<file path="src/rtl/mld_7_4_enc_scheduler_if.sv">
// Request, codeword and encoder-control signals of the (7,4) encoder scheduler.
// The scheduler takes the slave modport; the environment takes the master modport.
interface mld_7_4_enc_scheduler_if;
    logic       req0_valid;
    logic [3:0] req0_msg;
    logic       req0_ready;
    logic       req1_valid;
    logic [3:0] req1_msg;
    logic       req1_ready;
    logic       enc_info_bit;
    logic       enc_sel;
    logic       enc_out;
    logic       cw_valid;
    logic [6:0] cw_data;
    logic       cw_src;
    logic       cw_ready;
    logic       busy;

    modport master (
        output req0_valid, req0_msg, req1_valid, req1_msg, enc_out, cw_ready,
        input  req0_ready, req1_ready, enc_info_bit, enc_sel, cw_valid, cw_data, cw_src, busy
    );

    modport slave (
        input  req0_valid, req0_msg, req1_valid, req1_msg, enc_out, cw_ready,
        output req0_ready, req1_ready, enc_info_bit, enc_sel, cw_valid, cw_data, cw_src, busy
    );
endinterface

</file>
<file path="src/rtl/mld_7_4_enc_scheduler.sv">
// Round-robin arbiter and phase sequencer for a serial (7,4) cyclic encoder; collects the
// serial encoder output into a 7-bit codeword with a source tag.
module mld_7_4_enc_scheduler #(
    parameter int unsigned FLUSH_CYCLES = 1,
    parameter bit          MSB_FIRST    = 1'b1
) (
    input logic                    clk,
    input logic                    reset,
    mld_7_4_enc_scheduler_if.slave bus
);
    typedef enum logic [1:0] {StIdle, StInfo, StParity, StFlush} state_e;

    localparam logic [2:0] FlushLast = 3'(FLUSH_CYCLES - 1);

    state_e     state_q;
    logic [2:0] phase_q;
    logic [3:0] msg_q;
    logic       src_q;
    logic       last_src_q;
    logic [5:0] shift_q;
    logic       enc_sel_q;
    logic       enc_info_q;
    logic       cw_valid_q;
    logic [6:0] cw_data_q;
    logic       cw_src_q;

    logic       grant;
    logic       grant_src;
    logic [3:0] grant_msg;

    function automatic logic pick_bit(logic [3:0] m, logic [1:0] i);
        return MSB_FIRST ? m[2'd3 - i] : m[i];
    endfunction

    // Gated by reset so no ready is seen while the block is held in reset.
    always_comb begin
        grant     = !reset && (state_q == StIdle) && (!cw_valid_q || bus.cw_ready) &&
                    (bus.req0_valid || bus.req1_valid);
        grant_src = bus.req1_valid && (!bus.req0_valid || !last_src_q);
        grant_msg = grant_src ? bus.req1_msg : bus.req0_msg;
    end

    assign bus.req0_ready   = grant && !grant_src;
    assign bus.req1_ready   = grant && grant_src;
    assign bus.busy         = (state_q != StIdle);
    assign bus.enc_sel      = enc_sel_q;
    assign bus.enc_info_bit = enc_info_q;
    assign bus.cw_valid     = cw_valid_q;
    assign bus.cw_data      = cw_data_q;
    assign bus.cw_src       = cw_src_q;

    always_ff @(posedge clk or posedge reset) begin
        if (reset) begin
            state_q    <= StIdle;
            phase_q    <= 3'd0;
            msg_q      <= 4'd0;
            src_q      <= 1'b0;
            last_src_q <= 1'b1;
            shift_q    <= 6'd0;
            enc_sel_q  <= 1'b0;
            enc_info_q <= 1'b0;
            cw_valid_q <= 1'b0;
            cw_data_q  <= 7'd0;
            cw_src_q   <= 1'b0;
        end else begin
            // A codeword load in StParity below overrides this consume.
            if (cw_valid_q && bus.cw_ready) begin
                cw_valid_q <= 1'b0;
            end
            unique case (state_q)
                StIdle: begin
                    if (grant) begin
                        state_q    <= StInfo;
                        phase_q    <= 3'd0;
                        msg_q      <= grant_msg;
                        src_q      <= grant_src;
                        last_src_q <= grant_src;
                        enc_sel_q  <= 1'b1;
                        enc_info_q <= pick_bit(grant_msg, 2'd0);
                    end
                end
                StInfo: begin
                    shift_q <= {shift_q[4:0], bus.enc_out};
                    if (phase_q == 3'd3) begin
                        state_q    <= StParity;
                        phase_q    <= 3'd0;
                        enc_sel_q  <= 1'b0;
                        enc_info_q <= 1'b0;
                    end else begin
                        phase_q    <= phase_q + 3'd1;
                        enc_info_q <= pick_bit(msg_q, phase_q[1:0] + 2'd1);
                    end
                end
                StParity: begin
                    shift_q <= {shift_q[4:0], bus.enc_out};
                    if (phase_q == 3'd2) begin
                        state_q    <= StFlush;
                        phase_q    <= 3'd0;
                        cw_data_q  <= {shift_q, bus.enc_out};
                        cw_src_q   <= src_q;
                        cw_valid_q <= 1'b1;
                    end else begin
                        phase_q <= phase_q + 3'd1;
                    end
                end
                StFlush: begin
                    if (phase_q == FlushLast) begin
                        state_q <= StIdle;
                        phase_q <= 3'd0;
                    end else begin
                        phase_q <= phase_q + 3'd1;
                    end
                end
                default: state_q <= StIdle;
            endcase
        end
    end
endmodule

</file>
<file path="src/flat_wrapper.sv">
// flat-port wrapper written by rule: the top's interface ports become plain ports
module mld_7_4_enc_scheduler_flat 
#(
    parameter int unsigned FLUSH_CYCLES = 1,
    parameter bit          MSB_FIRST    = 1'b1
)
  (clk, reset, bus_req0_valid, bus_req0_msg, bus_req1_valid, bus_req1_msg, bus_enc_out, bus_cw_ready, bus_req0_ready, bus_req1_ready, bus_enc_info_bit, bus_enc_sel, bus_cw_valid, bus_cw_data, bus_cw_src, bus_busy);
  mld_7_4_enc_scheduler_if bus_i ();
  input logic clk;
  input logic reset;
  input wire logic [$bits(bus_i.req0_valid)-1:0] bus_req0_valid;
  input wire logic [$bits(bus_i.req0_msg)-1:0] bus_req0_msg;
  input wire logic [$bits(bus_i.req1_valid)-1:0] bus_req1_valid;
  input wire logic [$bits(bus_i.req1_msg)-1:0] bus_req1_msg;
  input wire logic [$bits(bus_i.enc_out)-1:0] bus_enc_out;
  input wire logic [$bits(bus_i.cw_ready)-1:0] bus_cw_ready;
  output wire logic [$bits(bus_i.req0_ready)-1:0] bus_req0_ready;
  output wire logic [$bits(bus_i.req1_ready)-1:0] bus_req1_ready;
  output wire logic [$bits(bus_i.enc_info_bit)-1:0] bus_enc_info_bit;
  output wire logic [$bits(bus_i.enc_sel)-1:0] bus_enc_sel;
  output wire logic [$bits(bus_i.cw_valid)-1:0] bus_cw_valid;
  output wire logic [$bits(bus_i.cw_data)-1:0] bus_cw_data;
  output wire logic [$bits(bus_i.cw_src)-1:0] bus_cw_src;
  output wire logic [$bits(bus_i.busy)-1:0] bus_busy;
  assign bus_i.req0_valid = bus_req0_valid;
  assign bus_i.req0_msg = bus_req0_msg;
  assign bus_i.req1_valid = bus_req1_valid;
  assign bus_i.req1_msg = bus_req1_msg;
  assign bus_i.enc_out = bus_enc_out;
  assign bus_i.cw_ready = bus_cw_ready;
  assign bus_req0_ready = bus_i.req0_ready;
  assign bus_req1_ready = bus_i.req1_ready;
  assign bus_enc_info_bit = bus_i.enc_info_bit;
  assign bus_enc_sel = bus_i.enc_sel;
  assign bus_cw_valid = bus_i.cw_valid;
  assign bus_cw_data = bus_i.cw_data;
  assign bus_cw_src = bus_i.cw_src;
  assign bus_busy = bus_i.busy;
  mld_7_4_enc_scheduler #(.FLUSH_CYCLES(FLUSH_CYCLES), .MSB_FIRST(MSB_FIRST)) u_core (.clk(clk), .reset(reset), .bus(bus_i));
endmodule
</file>
<file path="config.mk">
export PLATFORM = sky130hd
export DESIGN_NAME = mld_7_4_enc_scheduler_flat
export DESIGN_NICKNAME = d
export VERILOG_FILES = /design/src/rtl/mld_7_4_enc_scheduler_if.sv /design/src/rtl/mld_7_4_enc_scheduler.sv /design/src/flat_wrapper.sv
export SDC_FILE = /design/constraint.sdc
export NUM_CORES = 1
export LEC_CHECK = 0
export BUFFER_PORTS_ARGS = -buffer_cell sky130_fd_sc_hd__buf_2
export CAP_MARGIN = 20
export CORE_UTILIZATION = 41
export DETAILED_ROUTE_END_ITERATION = 16
export PLACE_DENSITY = 0.68
export SLEW_MARGIN = 20
export SYNTH_ARGS = -nofsm -noshare
export SYNTH_HDL_FRONTEND = slang
export SYNTH_SLANG_ARGS = --single-unit
</file>
<file path="constraint.sdc">
create_clock -name clk -period 1.56 [get_ports clk]
set_clock_uncertainty 0.05 [all_clocks]
set_input_delay 0.312 -clock clk [delete_from_list [all_inputs] [get_ports clk]]
set_output_delay 0.312 -clock clk [all_outputs]
set_load 0.05 [all_outputs]
</file>
==> flow_metrics.py <==
metrics = {
    "run_status": {
        "outcome": "finished, violations left",
        "violations": "negative setup slack",
    },
    "logic_synthesis": {
        "synthFlopType": "dfrtp_1",
        "synth_largest_area_cell": "dfrtp_1",
        "yosys_warnings": 0,
        "yosys.cell_types.count": 32,
        "syn_area_um2": 1410,
        "synth_edf_count": 0,
        "yosys.cell_count.top_type": "dfrtp_1",
        "synthArstFlopShare_pct": 100,
        "synth_fp_nets": 142,
        "synth_top_area_share_pct": 47.8,
        "synthTopCellsByArea": "dfrtp_1, mux2_2, ha_1, mux2i_1, inv_1",
        "netlist_instances": 118,
        "synthTopCellsByCount": "dfrtp_1, mux2_2, inv_1, ha_1, nor2_1",
        "synth-seq-cells": 28,
        "avgSynthCellArea_um2": 12.0,
        "ys_seq_area_share_pct": 49.6,
    },
    "route": {
        "drtIter0Drc": 83,
        "routed_via_density": 5.09,
        "drc": 0,
        "firstDrtPassIters": 4,
        "final_antenna_net_count": 0,
        "post_drt_wl_per_cell_um": 15.1,
        "vias": 1151,
        "drt-total-wl_mm": 3.40,
    },
    "floorplanning": {
        "initial_utilization_pct": 44.8,
        "rows": 20,
        "boundaryPins": 28,
        "die_height_um": 60.7,
        "die-area_um2": 3690,
        "core_um2": 3150,
        "die_w_um": 60.7,
    },
    "setup_path": {
        "reg2reg_depth": 9,
        "worstSetupEndpointType": "output pin",
        "cp.arrival_ns": 1.56,
        "worstPathRequired_ns": 1.20,
        "path_class": "reg2out",
        "start_kind": "register",
        "cp_max_fo": 2,
    },
    "clock_network": {
        "cts_root_buf": "clkbuf_4",
        "htreeDepth": 1,
        "clk_pin_slew_worst_paths_ns": 0.15,
        "cts_buffer_depth": 2,
        "cts_buffers": 3,
        "cts_sinks": 28,
        "cts_tree": "done",
        "clock_latency_ns": 0.33,
    },
    "power_and_ir_drop": {
        "irDropWorstVdd_mv": 1.29,
        "p_leak_nw": 1.03,
        "clock_power_share_pct": 9.5,
        "power_switching_share_pct": 41.2,
        "p_switching_mw": 2.07,
        "p_comb_share_pct": 64.0,
        "internal-power_mw": 2.94,
        "seq_power_share_pct": 26.5,
        "p_per_area_nw_per_um2": 2250,
    },
    "worst_hold_path": {
        "hp-class": "in2reg",
        "worst_hold_path.num_cells": 2,
    },
    "sta": {
        "fin_tns_setup_ns": -2.54,
        "grt_setup_unrepaired": "yes",
        "layout_setup_ws_ns": -0.357,
        "fmax_mhz": 522,
        "final_max_slew_viol_count": 0,
        "max-slew-margin-rel_pct": 74.3,
        "hold_ws_ns": 0.165,
        "fin_crit_sh_pct": 123,
        "finalSetupViolations": 17,
        "worst_pin_slew_ns": 0.385,
        "min_period_ns": 1.92,
        "hold_viol_final": 0,
    },
    "place": {
        "dp.cells": 207,
        "dp_hpwl_mm": 2.12,
        "port_buffers": 27,
        "place_ws_ns": -0.176,
        "gp_congestion": 0.823,
    },
    "final_layout": {
        "final_cells": 226,
        "nets": 207,
        "drive_gt1_share_pct": 64.8,
        "diodes": 0,
        "area_growth_pct": 57.8,
    },
    "global_routing": {
        "grt_usage_pct": 18.3,
        "grt.overflow.total": 0,
        "grt_pass1_vias": 1071,
        "grt_pass1_wl_mm": 4.87,
        "antenna_found_initial": 0,
        "grt_max_degree": 22,
    },
    "job": {
        "cap_violations": 0,
    },
}
-- critical path: stages, from the launching register on --
cell	delay, ns
dfrtp_1	0.44
inv_2	0.10
ha_4	0.15
o21ai_4	0.07
nor3_4	0.14
nand2_2	0.10
clkinvlp_4	0.08
buf_8	0.13
-- final timing paths --
| check | from | end | slack [ns] |
|---|---|---|---|
| setup / recovery | u_core.state_q[1] | bus_req1_ready | -0.36 |
| hold reg to reg | u_core.last_src_q | u_core.last_src_q | 0.47 |
| setup reg to reg | u_core.state_q[1] | u_core.state_q[1] | -0.30 |
| min in group asynchronous | reset | u_core.bus.enc_info_bit | 0.51 |
| hold / removal | bus_enc_out | u_core.bus.cw_data[0] | 0.17 |
| max in group asynchronous | reset | u_core.phase_q[1] | 0.51 |
-- what timing repair did --
action,4_1_cts,5_1_grt
pin swaps,7,7
setup buffers,6,9
gates resized for setup,41,25
setup endpoints to repair,17,18
hold endpoints to repair,6,0
hold buffers,1,0
-- routing by layer --
metal | GRT usage, % | vias to the layer above | wire length, µm
met1 | 22.1 | 580 | 1450
met2 | 33.0 | 26 | 1800
li1 | - | 540 | -
met4 | 6.49 | 0 | 36
met5 | 0 | - | 0
met3 | 2.77 | 5 | 117
-- power groups by stage --
stage	Clock (mW)	Sequential (mW)	Combinational, mW
floorplan	0	1.72	1.23
global placement	0	1.29	2.32
detailed placement	0	1.32	2.38
CTS	0.491	1.31	2.87
global route	0.512	1.37	3.41
finish	0.478	1.33	3.21
-- per-stage QoR --
stage | util (%) | cell area [µm²] | power, mW
6_report | 70.8 | 2230 | 5.01
5_1_grt | 70.8 | 2230 | 5.29
4_1_cts | 65.8 | 2070 | 4.67
3_5_place_dp | 57.2 | 1800 | 3.70
3_3_place_gp | 57.2 | 1800 | 3.61
2_1_floorplan | - | 1460 | 2.95
-- layout make-up --
cell class                      count  area (µm²)
Fill cell                         219         922
Timing Repair Buffer               62         484
Inverter                           12        48.8
Multi-Input combinational cell     76         885
Clock inverter                      1        30.0
Sequential cell                    28         706
Tap cell                           44        55.1
Clock buffer                        3        22.5
-- placed cells by master (no fill, tap or decap), types with 2 or more instances in the layout --
master,synthesis,layout
nand2b_1,4,3
a21oi_1,5,5
mux2i_1,5,5
dfrtp_1,27,24
mux2_4,1,8
nand2b_4,1,2
buf_2,1,24
o21ai_0,7,2
nor2_1,8,8
nand2_2,0,2
inv_1,12,5
o21ai_2,0,2
mux2_2,13,6
ha_1,10,2
clkbuf_4,0,3
o21ai_1,1,3
buf_6,0,13
inv_2,0,6
nor2b_4,1,2
ha_4,0,7
buf_8,0,2
buf_4,0,21
dfrtp_2,0,3
nor4_4,0,2
-- flip-flops by register name, indices dropped and copies added, names as in the netlist --
signal	cells
u_core.last_src_q	1
u_core.msg_q	4
u_core.bus.cw_src	1
u_core.bus.enc_info_bit	1
u_core.src_q	1
u_core.bus.enc_sel	1
u_core.shift_q	6
u_core.phase_q	3
u_core.state_q	2
u_core.bus.cw_data	7
u_core.bus.cw_valid	1
-- cell families (layout without fill, tap and decap cells) --
group,count (synthesis),in the layout,synth area share [%]
AO/OA/AOI/OAI,21,21,10.8
multiplexers,20,20,16.5
flip-flops,28,28,49.6
AND/OR/NAND/NOR,25,25,10.4
buffers and inverters,14,78,3.80
adder cells (fa/ha/maj),10,10,8.85
(Power assumes the default switching activity.)
